===== src/rtl/tc_io_gpio_bank.sv =====
// Bank of NCH general-purpose I/O channels. Each channel drives a tri-state pad
// from direction/output flops and samples the pad through a 2-flop synchroniser,
// a debounce filter and a rise/fall detector feeding sticky interrupt-pending
// bits. A valid/ready register port gives the SoC bus access to the bank.
module tc_io_gpio_bank #(
  parameter int NCH    = 8,
  parameter int DB_CYC = 4
) (
  input  logic           clk_i,
  input  logic           rst_n_i,
  input  logic           reg_valid_i,
  input  logic           reg_we_i,
  input  logic [2:0]     reg_addr_i,
  input  logic [31:0]    reg_wdata_i,
  output logic [31:0]    reg_rdata_o,
  output logic           reg_ready_o,
  output logic [NCH-1:0] pad_c2p_o,
  output logic [NCH-1:0] pad_c2p_en_o,
  input  logic [NCH-1:0] pad_p2c_i,
  output logic           irq_o
);

  localparam int              CW       = $clog2(DB_CYC + 1);
  localparam logic [CW-1:0]   CNT_LAST = CW'(DB_CYC - 1);

  localparam logic [2:0] ADDR_DIR     = 3'd0;
  localparam logic [2:0] ADDR_OUT     = 3'd1;
  localparam logic [2:0] ADDR_IN      = 3'd2;
  localparam logic [2:0] ADDR_RISE_IE = 3'd3;
  localparam logic [2:0] ADDR_FALL_IE = 3'd4;
  localparam logic [2:0] ADDR_IP      = 3'd5;
  localparam logic [2:0] ADDR_RAW     = 3'd6;

  logic [NCH-1:0] dir_q, out_q, rise_ie_q, fall_ie_q, ip_q;
  logic [NCH-1:0] s1_q, s2_q, stable_q, stable_dly_q;
  logic [CW-1:0]  cnt_q [NCH];
  logic           ready_q;
  logic [31:0]    rdata_q;

  logic           acc, wr;
  logic [NCH-1:0] wdata_ch, rise, fall, ip_set, ip_clr;
  logic [31:0]    rd_val;
  logic           unused_wdata;

  // An access is taken only when no completion pulse is pending, which
  // spaces back-to-back requests two cycles apart.
  assign acc      = reg_valid_i & ~ready_q;
  assign wr       = acc & reg_we_i;
  assign wdata_ch = reg_wdata_i[NCH-1:0];
  // Bits above the channel count are architecturally ignored.
  assign unused_wdata = ^reg_wdata_i;

  assign rise   = stable_q & ~stable_dly_q;
  assign fall   = ~stable_q & stable_dly_q;
  assign ip_set = (rise & rise_ie_q) | (fall & fall_ie_q);
  assign ip_clr = (wr && reg_addr_i == ADDR_IP) ? wdata_ch : '0;

  // Read mux over the pre-edge register values; unmapped bits read 0.
  always_comb begin
    // NOTE: every path assigns rd_val, starting from this default, so no latch is inferred.
    rd_val = '0;
    case (reg_addr_i)
      ADDR_DIR:     rd_val[NCH-1:0] = dir_q;
      ADDR_OUT:     rd_val[NCH-1:0] = out_q;
      ADDR_IN:      rd_val[NCH-1:0] = stable_q;
      ADDR_RISE_IE: rd_val[NCH-1:0] = rise_ie_q;
      ADDR_FALL_IE: rd_val[NCH-1:0] = fall_ie_q;
      ADDR_IP:      rd_val[NCH-1:0] = ip_q;
      ADDR_RAW:     rd_val[NCH-1:0] = s2_q;
      default:      rd_val = '0;
    endcase
  end

  // Control registers and sticky pending bits; a new edge beats a W1C clear.
  always_ff @(posedge clk_i) begin
    if (!rst_n_i) begin
      // NOTE: sequential state uses non-blocking assignments so all flops update together.
      dir_q     <= '0;
      out_q     <= '0;
      rise_ie_q <= '0;
      fall_ie_q <= '0;
      ip_q      <= '0;
    end else begin
      if (wr) begin
        case (reg_addr_i)
          ADDR_DIR:     dir_q     <= wdata_ch;
          ADDR_OUT:     out_q     <= wdata_ch;
          ADDR_RISE_IE: rise_ie_q <= wdata_ch;
          ADDR_FALL_IE: fall_ie_q <= wdata_ch;
          default:      ;
        endcase
      end
      ip_q <= (ip_q & ~ip_clr) | ip_set;
    end
  end

  // Completion pulse and read data, registered one cycle after acceptance.
  always_ff @(posedge clk_i) begin
    if (!rst_n_i) begin
      ready_q <= 1'b0;
      rdata_q <= '0;
    end else begin
      ready_q <= acc;
      rdata_q <= (acc && !reg_we_i) ? rd_val : '0;
    end
  end

  // Two-flop synchroniser for the asynchronous pad inputs.
  always_ff @(posedge clk_i) begin
    if (!rst_n_i) begin
      s1_q <= '0;
      s2_q <= '0;
    end else begin
      s1_q <= pad_p2c_i;
      s2_q <= s1_q;
    end
  end

  // Debounce: accept a new level only after it differs for DB_CYC cycles.
  always_ff @(posedge clk_i) begin
    if (!rst_n_i) begin
      stable_q     <= '0;
      stable_dly_q <= '0;
      // NOTE: the counter array is a handful of flops, not a RAM, so it takes reset like any register.
      for (int i = 0; i < NCH; i++) cnt_q[i] <= '0;
    end else begin
      stable_dly_q <= stable_q;
      for (int i = 0; i < NCH; i++) begin
        if (s2_q[i] == stable_q[i]) begin
          cnt_q[i] <= '0;
        end else if (cnt_q[i] == CNT_LAST) begin
          stable_q[i] <= s2_q[i];
          cnt_q[i]    <= '0;
        end else begin
          cnt_q[i] <= cnt_q[i] + CW'(1);
        end
      end
    end
  end

  assign pad_c2p_en_o = dir_q;
  assign pad_c2p_o    = out_q;
  assign reg_ready_o  = ready_q;
  assign reg_rdata_o  = rdata_q;
  assign irq_o        = |ip_q;

endmodule


===== config.mk =====
export PLATFORM = sky130hd
export DESIGN_NAME = tc_io_gpio_bank
export DESIGN_NICKNAME = d
export VERILOG_FILES = /design/src/rtl/tc_io_gpio_bank.sv
export SDC_FILE = /design/constraint.sdc
export NUM_CORES = 1
export LEC_CHECK = 0
export ABC_AREA = 1
export BUFFER_PORTS_ARGS = -buffer_cell sky130_fd_sc_hd__buf_2
export CELL_PAD_IN_SITES_DETAIL_PLACEMENT = 0
export CELL_PAD_IN_SITES_GLOBAL_PLACEMENT = 1
export CORE_ASPECT_RATIO = 0.9
export CORE_UTILIZATION = 29
export DETAILED_ROUTE_END_ITERATION = 10
export HOLD_SLACK_MARGIN = 0.15
export PLACE_DENSITY_LB_ADDON = 0.1
export SKIP_LAST_GASP = 1
export SLEW_MARGIN = 0
export SYNTH_ARGS = -nofsm -noshare
export SYNTH_HDL_FRONTEND = slang
export SYNTH_SLANG_ARGS = --single-unit

===== constraint.sdc =====
create_clock -name clk_i -period 1.6 [get_ports clk_i]
set_clock_uncertainty 0.15 [all_clocks]
set_input_delay 0.16 -clock clk_i [delete_from_list [all_inputs] [get_ports clk_i]]
set_output_delay 0.16 -clock clk_i [all_outputs]
set_load 0.01 [all_outputs]

==> impl_metrics.csv, run 1 <==
group,metric,value,unit
critical_path,cp_max_fo,3,
synth,synth.largest_area_cell,"dfxtp_1",
synth,ys_seq_area_frac,0.489,
placement,numPortBuffers,48,
timing,slew_viol_final,0,
routing,ant_nets,0,
critical_path,start_kind,"flip-flop",
pwr,pwr_density_cell,942,mW/mm2
critical_path,cp.required,1290,ps
floorplanning,fp-row-count,44,
clock_tree,cts_tree,"built",
clock_tree,clock-sinks,105,
routing,via_per_inst,4.24,
synth,yosysMostFrequentCell,"nor2_1",
floorplanning,design.core.area,0.0161,mm2
synth,syn_avg_cell_area,8.10,um2
synth,yosys_warnings,0,
placement,placed_cell_area,0.00528,mm2
grt,antenna_found_initial,0,
cells_and_area,diodes,0,
timing,worstMarginPinSlew,501,ps
clock_tree,clkLatencyLatePin,350,ps
synth,yosys-top-cells-area,"dfxtp_1, edfxtp_1, nor2_1, nand2_1, inv_1",
cells_and_area,nNetsFinal,762,
timing,whs,150,ps
grt,grt_max_degree,34,
synth,netlist_instances,592,
floorplanning,die-height,124,um
clock_tree,clk_pin_slew,70,ps
routing,drtIter0Drc,238,
grt,grt_usage,0.149,
routing,wl_per_cell,13.1,um
placement,place_congestion,0.818,
timing,fin_ws,62.6,ps
grt,grt_overflow,0,
clock_tree,clock_path_buffers,2,
status,outcome,"finished clean",
routing,vias,3867,
floorplanning,ioPinCount,97,
routing,drtPass1Iterations,4,
synth,synth.distinct_cells,23,
min_path,hold_class,"in -> reg",
timing,setup-violations-final,0,
job,drv_cap,0,
cells_and_area,final_area,0.00591,mm2
floorplanning,die_x,138,um
synth,async_reset_ff_frac,0,
synth,synth_top_cells_by_count,"nor2_1, dfxtp_1, nand2_1",
cells_and_area,area_delta_synth_final,23.4,%
timing,period_minus_slack,1540,ps
synth,synth.top_cell.area_share,0.338,
clock_tree,cts_root_buf,"clkbuf_16",
routing,routed_wl,12000,um
clock_tree,cts_made_buffers,9,
pwr,ir_drop,0.484,mV
pwr,leakage,2.78,nW
timing,clock.fmax,0.650,GHz
placement,dpl.hpwl,8600,um
synth,synth_ff_type,"dfxtp_1",
critical_path,crit_type,"reg -> out",
synth,ys_seq_elements,105,
critical_path,cp_data_arrival_time,1230,ps
timing,period_share,0.961,
synth,synth-edff-count,24,
grt,first_global_vias,3513,
floorplanning,fp.dieArea,0.0170,mm2
floorplanning,start_util,0.297,
grt,grt_pass1_wl,18800,um
synth,post_synth_instance_area,0.00479,mm2
cells_and_area,drive_gt1_frac,0.143,
routing,drc,0,
critical_path,worstSetupEndpointType,"output pin",
clock_tree,htree_levels,3,
timing,hold_viol,0,
placement,place_ws,94.9,ps
timing,max_slew_margin,0.665,
-- critical path: stages, from the launching register on --
cell	delay, ps
dfxtp_1	350
nor4_1	260
nand2_1	140
buf_6	140
-- layer usage --
layer,wire length (um),track usage
met5,0,0
met4,176,0.0481
met3,574,0.0338
met2,5260,0.235
met1,5950,0.202
-- state kept, by name (all words and copies together) (netlist names), 8 cells and up --
signal,cells
fall_ie_q,8
stable_dly_q,8
pad_c2p_en_o,8
rise_ie_q,8
s2_q,8
s1_q,8
stable_q,8
pad_c2p_o,8
cnt_q,24
reg_rdata_o,8
ip_q,8
-- power breakdown --
group          total [mW]  internal, mW  leakage, nW  switching [mW]
Combinational       0.465         0.179         1.73           0.286
Sequential           2.86          2.79        0.907          0.0640
Clock                2.25          1.29        0.144           0.953
Total                5.57          4.27         2.78            1.30
-- worst paths after layout --
path / startpoint / end / slack [ps] / depth (start not counted)
setup / recovery: ip_q[0]$_SDFF_PN0_ / irq_o / 60 / 3
hold / removal: rst_n_i / stable_q[0]$_SDFFE_PN0P_ / 150 / 4
setup reg to reg: cnt_q[0][0]$_SDFFCE_PN0P_ / cnt_q[0][1]$_SDFFCE_PN0P_ / 100 / 5
hold reg to reg: s1_q[5]$_SDFF_PN0_ / s2_q[5]$_SDFF_PN0_ / 260 / 2
-- per-stage QoR --
stage	instances	setup TNS, ps	util	power (mW)
floorplan	638	0	-	3.21
global placement	864	0	0.327	3.30
detailed placement	864	0	0.327	3.31
CTS	908	0	0.363	5.66
global route	911	-4.34	0.367	5.85
finish	911	0	0.367	5.57
-- logic make-up after synthesis --
family,synth area share
buf+inv,0.127
other cells,0.00157
fa+ha+maj,0.0418
flops,0.489
compound gates,0.101
simple gates,0.239
-- layout by cell type, fill, tap and decap left out --
master | netlist | final
edfxtp_1 | 24 | 24
dlygate4sd3_1 | 0 | 27
dlymetal6s4s_1 | 0 | 1
nor2_4 | 6 | 6
dfxtp_2 | 0 | 2
ha_2 | 0 | 4
nor4_2 | 0 | 1
conb_1 | 2 | 48
nand4_1 | 33 | 33
bufinv_16 | 0 | 1
nor4_1 | 2 | 1
o211ai_1 | 8 | 8
inv_2 | 6 | 6
dfxtp_1 | 81 | 79
nand3_4 | 3 | 3
a21oi_1 | 32 | 31
clkinv_1 | 0 | 3
nor2_1 | 117 | 117
inv_1 | 72 | 72
nand2_1 | 77 | 77
clkbuf_1 | 4 | 2
buf_4 | 27 | 18
buf_2 | 7 | 47
ha_1 | 16 | 12
nand3_1 | 16 | 16
o21ai_0 | 48 | 48
buf_6 | 3 | 1
clkbuf_16 | 0 | 10
a21oi_2 | 0 | 1
buf_12 | 1 | 1
a31oi_1 | 4 | 4
-- final cells by class --
type	instances	area, um2
fill	1713	10200
sequential	105	2340
multi-input combinational	410	2030
timing repair buffer	95	684
inverter	78	293
tap	207	259
clock buffer	12	258
clock inverter	4	41.3
-- repair_timing --
action,CTS,global route
hold buffers,28,0
setup endpoints to repair,0,18
hold endpoints to repair,56,0
gates resized for setup,0,10
buffers inserted,0,3
Note: power is estimated with default switching activity, not from simulation.
==> run 2: changes to the inputs <==
--- a/config.mk
+++ b/config.mk
@@ -6,12 +6,12 @@
 export NUM_CORES = 1
 export LEC_CHECK = 0
 export ABC_AREA = 1
-export BUFFER_PORTS_ARGS = -buffer_cell sky130_fd_sc_hd__buf_2
 export CELL_PAD_IN_SITES_DETAIL_PLACEMENT = 0
 export CELL_PAD_IN_SITES_GLOBAL_PLACEMENT = 1
 export CORE_ASPECT_RATIO = 0.9
 export CORE_UTILIZATION = 29
 export DETAILED_ROUTE_END_ITERATION = 10
+export DONT_BUFFER_PORTS = 1
 export HOLD_SLACK_MARGIN = 0.15
 export PLACE_DENSITY_LB_ADDON = 0.1
 export SKIP_LAST_GASP = 1
==> run 2 against run 1 <==
  * The flow now finishes with violations (negative hold slack)
  * Register-to-register slack worse by 30 ps
  * Die area unchanged
  * First-iteration DRC count rose by 14%
  * Final cell count decreased by 3.6%
  * Worst hold slack worse by 170 ps
  * Clock power decreased by 5%
  * Critical endpoint is now reg_rdata_o[5]$_SDFF_PN0_
==> impl_metrics.csv, run 2 (synthesis gave the netlist of run 1 again) <==
group,metric,value,unit
critical_path,max_stage_delay,570,ps
grt,grt_pass1_wl,18800,um
critical_path,r2r-start,"ip_q[5]$_SDFF_PN0_",
pwr,swShare,0.237,
timing,hold_viol,5,
status,outcome,"finished, violations left",
grt,grt_usage,0.149,
timing,max_slew_margin,0.502,
cells_and_area,layout_commonest_cell,"nor2_1",
routing,routed_wl,11900,um
routing,ant_nets,0,
clock_tree,cts_root_buf,"clkbuf_16",
cells_and_area,layout_common_cells,"nor2_1, dfxtp_1, nand2_1",
floorplanning,design.core.area,0.0161,mm2
critical_path,cp.required,1730,ps
grt,grt_max_degree,53,
cells_and_area,nNetsFinal,730,
cells_and_area,drive_gt1_frac,0.0745,
pwr,power_frac_seq,0.530,
job,drv_cap,0,
floorplanning,die_x,138,um
critical_path,start_kind,"flip-flop",
timing,whs,-17.0,ps
timing,clock.fmax,0.652,GHz
critical_path,r2r_cells,5,
floorplanning,fp.dieArea,0.0170,mm2
critical_path,crit_chain,"nand4_1 > dlygate4sd3_1 > nand2_1 > nor2_1 > a21oi_1",
clock_tree,clk_pin_slew,70,ps
cells_and_area,largest_reg_flops,24,
floorplanning,ioPinCount,97,
grt,grt_overflow,0,
clock_tree,clkLatencyLatePin,350,ps
pwr,comb_power_share,0.074,
clock_tree,clock-sinks,105,
cells_and_area,top_register,"cnt_q",
critical_path,crit_type,"reg -> reg",
clock_tree,cts_made_buffers,9,
routing,drtIter0Drc,271,
critical_path,slowest_stage,"dlygate4sd3_1",
floorplanning,fp-row-count,44,
pwr,pwr_density_cell,923,mW/mm2
placement,dpl.hpwl,8050,um
critical_path,critPathLaunch,"ip_q[5]$_SDFF_PN0_",
critical_path,cp_data_arrival_time,1670,ps
timing,period_share,0.959,
timing,slew_viol_final,0,
clock_tree,htree_levels,3,
min_path,hold_class,"in -> reg",
timing,setup-violations-final,0,
routing,drc,0,
routing,vias,3858,
placement,place_ws,113,ps
pwr,leakage,2.57,nW
pwr,finalPower,5.39,mW
timing,fin_ws,65.9,ps
cells_and_area,area_delta_synth_final,21.9,%
pwr,power_frac_clock,0.396,
pwr,ir_drop,0.509,mV
cells_and_area,nFillCells,1664,
placement,place_congestion,0.778,
timing,final.setup.tns,0,ps
timing,worstMarginPinSlew,748,ps
routing,drtPass1Iterations,5,
cells_and_area,diodes,0,
floorplanning,die-height,124,um
status,failed_checks,"negative hold slack",
timing,period_minus_slack,1530,ps
pwr,power_report.internal_total,4.12,mW
pwr,p_switching,1.28,mW
timing,rsz0062_at_grt,"yes",
min_path,min_from,"reg_addr_i[1]",
clock_tree,clock_path_buffers,2,
grt,first_global_vias,3479,
routing,via_per_inst,4.39,
clock_tree,cts_tree,"built",
critical_path,worstSetupEndpointType,"flip-flop",
critical_path,regToRegSetupSlack,70,ps
min_path,whs_path_depth,4,
critical_path,cp_max_fo,3,
placement,numPortBuffers,0,
routing,wl_per_cell,13.5,um
floorplanning,start_util,0.297,
grt,antenna_found_initial,0,
run 2: final timing paths:
kind / end
setup / recovery: reg_rdata_o[5]$_SDFF_PN0_
hold / removal: reg_rdata_o[1]$_SDFF_PN0_
setup reg to reg: reg_rdata_o[5]$_SDFF_PN0_
hold reg to reg: s2_q[5]$_SDFF_PN0_
run 2: through the flow:
step	hold WS [ps]	std cells	utilization	instance area, um2
2_1_floorplan	108	638	-	4970
3_3_place_gp	111	809	0.308	4970
3_5_place_dp	113	809	0.308	4970
4_1_cts	-36.7	876	0.360	5800
5_1_grt	-14.9	878	0.362	5840
6_report	-17.0	878	0.362	5840
run 2: what timing repair did:
action | 4_1_cts | 5_1_grt
hold buffers | 52 | 1
hold endpoints to repair | 105 | 19
setup endpoints to repair | 0 | 28
gates resized for setup | 0 | 9
buffers inserted | 0 | 2
run 2: power by group through the flow:
stage	Sequential, mW	Clock [mW]	Combinational (mW)
global route	2.87	2.34	0.456
finish	2.86	2.14	0.398
global placement	2.92	0	0.253
floorplan	2.90	0	0.309
CTS	2.86	2.25	0.397
detailed placement	2.92	0	0.258
run 2: final cells by class:
type / count / area (um2) / area share
sequential: 105 / 2340 / 0.401
multi-input combinational: 410 / 2030 / 0.347
timing repair buffer: 63 / 636 / 0.109
inverter: 78 / 293 / 0.0501
clock buffer: 12 / 267 / 0.0456
tap: 207 / 259 / 0.0443
clock inverter: 3 / 15.0 / 0.00257
run 2: metal layers:
metal,up-vias,part of all wire,global-route usage
met5,-,0,0
met2,109,0.45,0.236
met3,8,0.055,0.0448
met4,0,0.0081,0.0433
li1,2007,-,-
met1,1734,0.49,0.195
run 2: worst max-delay path: cells and delay by family, from the launching register on:
| family | cells | cell delay (ps) |
|---|---|---|
| flip-flops | 1 | 360 |
| buffers and inverters | 1 | 570 |
| AO/OA/AOI/OAI | 1 | 110 |
| AND/OR/NAND/NOR | 3 | 270 |
